`src/rtl/logdrop_accum_pkg.sv`:
```
// Shared types and helpers for the logarithmic-drop window accumulator.
package logdrop_accum_pkg;

  typedef enum logic [1:0] {
    IDLE  = 2'd0,
    ACCUM = 2'd1,
    DONE  = 2'd2
  } stateT;

  function automatic int unsigned clog2(input int unsigned v);
    int unsigned r;
    int unsigned p;
    r = 0;
    p = 1;
    while (p < v) begin
      p = p << 1;
      r++;
    end
    return r;
  endfunction

endpackage

```
`src/rtl/logdrop_accum_if.sv`:
```
// Sample-in / sum-out stream bundle for logdrop_accum; master is the driving side.
interface logdrop_accum_if
  import logdrop_accum_pkg::*;
#(
  parameter int unsigned DATA_W = 8,
  parameter int unsigned WINLEN = 64
);

  localparam int unsigned SUM_W = DATA_W + clog2(clog2(WINLEN) + 1);

  logic              i_cg;
  logic              i_start;
  logic [DATA_W-1:0] i_x;
  logic              i_valid;
  logic              o_ready;
  logic [SUM_W-1:0]  o_sum;
  logic              o_valid;
  logic              i_ready;
  logic              o_busy;

  modport master (
    output i_cg, i_start, i_x, i_valid, i_ready,
    input  o_ready, o_sum, o_valid, o_busy
  );

  modport slave (
    input  i_cg, i_start, i_x, i_valid, i_ready,
    output o_ready, o_sum, o_valid, o_busy
  );

endinterface

```
`src/rtl/logdrop_accum_window.sv`:
```
// Logarithmic-drop window: w = x >> floor(log2(t+1)), zero-extended to SUM_W.
module logdropWindow
  import logdrop_accum_pkg::*;
#(
  parameter  int unsigned DATA_W = 8,
  parameter  int unsigned WINLEN = 64,
  localparam int unsigned TW     = clog2(WINLEN),
  localparam int unsigned SUM_W  = DATA_W + clog2(clog2(WINLEN) + 1)
) (
  input  logic [TW-1:0]     t,
  input  logic [DATA_W-1:0] x,
  output logic [SUM_W-1:0]  w
);

  localparam int unsigned SHW = clog2(TW + 1);

  logic [TW:0]    tPlus1;
  logic [SHW-1:0] shift;

  // Highest set bit of t+1 is floor(log2(t+1)).
  always_comb begin
    tPlus1 = {1'b0, t} + (TW + 1)'(1);
    shift  = '0;
    for (int unsigned i = 0; i <= TW; i++) begin
      if (tPlus1[i]) shift = SHW'(i);
    end
    w = SUM_W'(x) >> shift;
  end

endmodule

```
`src/rtl/logdrop_accum.sv`:
```
// Accumulates one window of WINLEN log-drop-weighted samples and presents the sum.
module logdrop_accum
  import logdrop_accum_pkg::*;
#(
  parameter  int unsigned DATA_W = 8,
  parameter  int unsigned WINLEN = 64,
  localparam int unsigned TW     = clog2(WINLEN),
  localparam int unsigned SUM_W  = DATA_W + clog2(clog2(WINLEN) + 1)
) (
  input logic            i_clk,
  input logic            i_rst,
  logdrop_accum_if.slave bus
);

  stateT            state;
  stateT            nextState;
  logic [TW-1:0]    t;
  logic [SUM_W-1:0] acc;
  logic [SUM_W-1:0] sumQ;
  logic [SUM_W-1:0] w;
  logic             lastT;
  logic             accept;
  logic             restart;

  logdropWindow #(
    .DATA_W (DATA_W),
    .WINLEN (WINLEN)
  ) uWindow (
    .t (t),
    .x (bus.i_x),
    .w (w)
  );

  assign lastT   = (t == TW'(WINLEN - 1));
  assign accept  = bus.i_cg && (state == ACCUM) && bus.i_valid;
  assign restart = bus.i_cg && bus.i_start &&
                   ((state == IDLE) || ((state == DONE) && bus.i_ready));

  always_ff @(posedge i_clk or posedge i_rst) begin
    if (i_rst) begin
      state <= IDLE;
    end else if (bus.i_cg) begin
      state <= nextState;
    end
  end

  always_comb begin
    nextState = state;
    case (state)
      IDLE:    if (bus.i_start) nextState = ACCUM;
      ACCUM:   if (bus.i_valid && lastT) nextState = DONE;
      DONE:    if (bus.i_ready) nextState = bus.i_start ? ACCUM : IDLE;
      default: nextState = IDLE;
    endcase
  end

  // Final sum is captured on the last accept so it is valid together with DONE.
  always_ff @(posedge i_clk or posedge i_rst) begin
    if (i_rst) begin
      t    <= '0;
      acc  <= '0;
      sumQ <= '0;
    end else if (restart) begin
      t   <= '0;
      acc <= '0;
    end else if (accept) begin
      t   <= t + TW'(1);
      acc <= acc + w;
      if (lastT) sumQ <= acc + w;
    end
  end

  always_comb begin
    bus.o_ready = (state == ACCUM);
    bus.o_valid = (state == DONE);
    bus.o_busy  = (state != IDLE);
    bus.o_sum   = sumQ;
  end

endmodule

```
`src/flat_wrapper.sv`:
```
// flat-port wrapper written by rule: the top's interface ports become plain ports
module logdrop_accum_flat import logdrop_accum_pkg::*;
#(
  parameter  int unsigned DATA_W = 8,
  parameter  int unsigned WINLEN = 64,
  localparam int unsigned TW     = clog2(WINLEN),
  localparam int unsigned SUM_W  = DATA_W + clog2(clog2(WINLEN) + 1)
)
  (i_clk, i_rst, bus_i_cg, bus_i_start, bus_i_x, bus_i_valid, bus_i_ready, bus_o_ready, bus_o_sum, bus_o_valid, bus_o_busy);
  logdrop_accum_if #(.DATA_W(DATA_W), .WINLEN(WINLEN)) bus_i ();
  input logic i_clk;
  input logic i_rst;
  input wire logic [$bits(bus_i.i_cg)-1:0] bus_i_cg;
  input wire logic [$bits(bus_i.i_start)-1:0] bus_i_start;
  input wire logic [$bits(bus_i.i_x)-1:0] bus_i_x;
  input wire logic [$bits(bus_i.i_valid)-1:0] bus_i_valid;
  input wire logic [$bits(bus_i.i_ready)-1:0] bus_i_ready;
  output wire logic [$bits(bus_i.o_ready)-1:0] bus_o_ready;
  output wire logic [$bits(bus_i.o_sum)-1:0] bus_o_sum;
  output wire logic [$bits(bus_i.o_valid)-1:0] bus_o_valid;
  output wire logic [$bits(bus_i.o_busy)-1:0] bus_o_busy;
  assign bus_i.i_cg = bus_i_cg;
  assign bus_i.i_start = bus_i_start;
  assign bus_i.i_x = bus_i_x;
  assign bus_i.i_valid = bus_i_valid;
  assign bus_i.i_ready = bus_i_ready;
  assign bus_o_ready = bus_i.o_ready;
  assign bus_o_sum = bus_i.o_sum;
  assign bus_o_valid = bus_i.o_valid;
  assign bus_o_busy = bus_i.o_busy;
  logdrop_accum #(.DATA_W(DATA_W), .WINLEN(WINLEN)) u_core (.i_clk(i_clk), .i_rst(i_rst), .bus(bus_i));
endmodule
```
`config.mk`:
```
export PLATFORM = sky130hd
export DESIGN_NAME = logdrop_accum_flat
export DESIGN_NICKNAME = d
export VERILOG_FILES = /design/src/rtl/logdrop_accum_pkg.sv /design/src/rtl/logdrop_accum_if.sv /design/src/rtl/logdrop_accum_window.sv /design/src/rtl/logdrop_accum.sv /design/src/flat_wrapper.sv
export SDC_FILE = /design/constraint.sdc
export NUM_CORES = 1
export LEC_CHECK = 0
export ABC_AREA = 0
export CAP_MARGIN = 20
export CORE_MARGIN = 2
export CORE_UTILIZATION = 55
export CTS_CLUSTER_DIAMETER = 80
export DETAILED_ROUTE_END_ITERATION = 10
export DONT_BUFFER_PORTS = 1
export PLACE_DENSITY_LB_ADDON = 0.15
export SYNTH_ARGS = -nofsm -noshare
export SYNTH_HDL_FRONTEND = slang
export SYNTH_SLANG_ARGS = --single-unit
```
`constraint.sdc`:
```
create_clock -name i_clk -period 4.6 [get_ports i_clk]
set_input_delay 0.92 -clock i_clk [delete_from_list [all_inputs] [get_ports i_clk]]
set_output_delay 0.92 -clock i_clk [all_outputs]
set_load 0.01 [all_outputs]
```
==> reports/results.txt <==
status - complete, no violations
# IOs - 28
global-route usage over all layers - 22.1%
synthesized instance count - 241
clock sink total - 30
Post-synth EDFFs - 0
critical path arrival - 4.15 ns
Clock Latency Late Sink - 0.27 ns
root buffer cell - clkbuf_8
post-layout minimum cycle time - 3.99 ns
Detail Route Antenna Nets - 0
Worst Setup End Kind - register
dpl hpwl - 3.24 mm
Post-CTS Setup Bufs - 0
slew margin rel. - 29.4%
top post-synthesis cells by area - dfrtp_1 (35%), nand2_1 (5.5%), ha_1 (5.2%)
wire length of the first global-routing pass - 7.36 mm
share of power burned in registers - 24.4%
final slew viol count - 0
Clk network pwr share - 12.7%
PostCTS Resize Cnt - 0
H-Tree Depth - 2
Synth Cell Area - 2170 sq um
ratio of cells with drive above 1 in the final layout - 12.6%
clock-pin slew on the worst setup and hold paths - 0.06 ns
PortBufs - 0
MaxCap Viol Count - 0
DP Worst Slack - 0.641 ns
TritonCTS clock tree - done
Fillers - 332
Fmax achieved - 251 MHz
Synth top area share - 34.5%
type of origin of the critical path - register
dpl cells - 279
Die Area - 4470 sq um
Total Power - 0.00149 W
post-synthesis sequential area ratio - 34.5%
CTS buffer count - 5
syn_area_per_cell - 9.02 sq um
via count - 1706
count leader, synth - nand2_1
Hold Vio Cnt, Final - 0
yosys warns - 0
Initial Util - 58.1%
max incr delay on CP - 0.43 ns
min-delay worst type - reg -> reg
Final Net Count - 262
switching share of total power - 44.2%
vias in the first global route - 1589
maximum fanout along the worst path - 10
Routability Congestion - 0.871
Int Power - 0.000830 W
TritonRoute pass-1 iters - 4
routed wire length - 4.46 mm
initial antenna violation count - 0
Netlist cell types - 50
Fin Clk Skew - 0.00183 ns
RSZ-0062 raised after global routing - no
TNS Setup - 0 ns
syn_nets - 265
WL/cell - 15.6 um
DRC - 0
die width - 66.9 um
# rows - 22
area leader, netlist - dfrtp_1
First DRT Iteration DRCs - 122
asr flop ratio synth - 100%
cts hold-fix bufs - 0
post-DR vias/cell - 5.97
total core area - 3740 sq um
switching power - 0.000656 W
Worst Path Required - 4.76 ns
final period utilization - 86.7%
Max IR drop VDD - 401 uV
Synth top cells by count - nand2_1 (32), dfrtp_1 (30), o21ai_0 (20), a21oi_1 (15), nor2_1 (12)
largest net degree at the start of global routing - 31
P&R area growth vs syn - 3.45%
critical setup path kind - reg -> reg
most used flip-flop cell after synthesis - dfrtp_1
Ant. Diodes - 0
register bit total from synthesis - 30
leakage power - 1.04 nW
Die H - 66.9 um
Post-Layout Cell Count - 286
Longest Clk Path Bufs - 2
GRT Residual Overflow - 0
Final WS setup - 0.613 ns
Worst-Margin Slew - 1.06 ns
Critical-path top delay cell - dfrtp_1
final setup violation count - 0
PD cells - 661 nW/um^2
Critical Path, Cell by Cell - ha_1 > and2_4 > a2111oi_2 > or2_2 > mux2i_1 > mux2_2 > o22ai_1 > ha_1 > fa_1 > a21o_1 > a21oi_1 > o21bai_1 > a21oi_1 > xnor2_1 > mux2_2
Comb power frac - 62.9%
hold_ws - 0.491 ns
## worst paths after layout
path / to / cells past startpoint / slack [ns] / startpoint
hold reg to reg: u_core.acc[2] / 2 / 0.49 / u_core.acc[2]
setup reg to reg: u_core.bus.o_sum[6] / 15 / 0.61 / u_core.t[0]
hold / removal: u_core.acc[2] / 2 / 0.49 / u_core.acc[2]
max in group asynchronous: u_core.state[1] / 2 / 3.71 / i_rst
setup / recovery: u_core.bus.o_sum[6] / 15 / 0.61 / u_core.t[0]
min in group asynchronous: u_core.t[4] / 2 / 0.60 / i_rst
## worst max-delay path: cells and delay by family (launching register included)
kind | cells | cell delay, ns
compound gates | 6 | 1.19
simple gates | 2 | 0.44
fa+ha+maj | 3 | 0.99
flops | 1 | 0.43
xor+xnor | 1 | 0.10
mux | 3 | 0.72
## final cells by class
| cell class | instances | area [sq um] | share of cell area [%] |
|---|---|---|---|
| multi-input cells | 192 | 1320 | 58.7 |
| flip-flops and latches | 30 | 751 | 33.4 |
| clock buffers | 7 | 76.3 | 3.39 |
| well taps | 48 | 60.1 | 2.67 |
| inverters | 7 | 26.3 | 1.17 |
| repair buffers | 2 | 15.0 | 0.668 |
## cells by family after synthesis
| kind of cell | count (synthesis) | share of synthesized area (%) |
|---|---|---|
| adders and majority gates | 10 | 6.10 |
| AOI/OAI and AO/OA | 77 | 23.9 |
| DFF | 30 | 34.5 |
| buffers and inverters | 19 | 4.72 |
| xor gates and xnor gates | 14 | 5.99 |
| and+or+nand+nor | 77 | 17.8 |
| muxes | 14 | 6.85 |
## metal layers
metal  vias to the layer above  track usage [%]  wire length, um
met4                         0             7.65               33
li1                        864                -                -
met3                         2             3.89              220
met5                         -                0                0
met2                        35             33.6             2030
met1                       805             31.8             2180
## cells in the final DEF, fill, tap and decap left out, types with 3 or more instances in the layout
cell       n
nand2_1   32
o211ai_1   4
o31ai_1    4
or2_2      3
xnor2_1    9
mux2_2     7
dfrtp_1   30
o21bai_1   3
ha_1       9
a22o_1     7
o22ai_1    3
o21ai_0   20
inv_1      7
a21o_1     4
clkbuf_8   5
nand3_1    8
nand4_1    3
mux2i_1    7
a21oi_1   15
nor2_1    12
xor2_1     4
## sequential cells by signal, indices dropped and copies added (netlist names)
name              flops
u_core.acc           11
u_core.bus.o_sum     11
u_core.t              6
u_core.state          2
## power groups by stage
stage / Clock (W) / Combinational [W] / Sequential, W
after global routing: 0.000209 / 0.00105 / 0.000369
after CTS: 0.000196 / 0.000931 / 0.000360
final: 0.000189 / 0.000935 / 0.000362
after floorplan: 0 / 0.000775 / 0.000348
after detailed placement: 0 / 0.000928 / 0.000364
after global placement: 0 / 0.000925 / 0.000364
## per-stage QoR
| stage | area (sq um) | utilization (%) |
|---|---|---|
| CTS | 2250 | 60.1 |
| floorplan | 2170 | - |
| detailed placement | 2170 | 58.0 |
| finish | 2250 | 60.1 |
| global placement | 2170 | 58.0 |
| global route | 2250 | 60.1 |
Note: power is estimated with default switching activity, not from simulation.
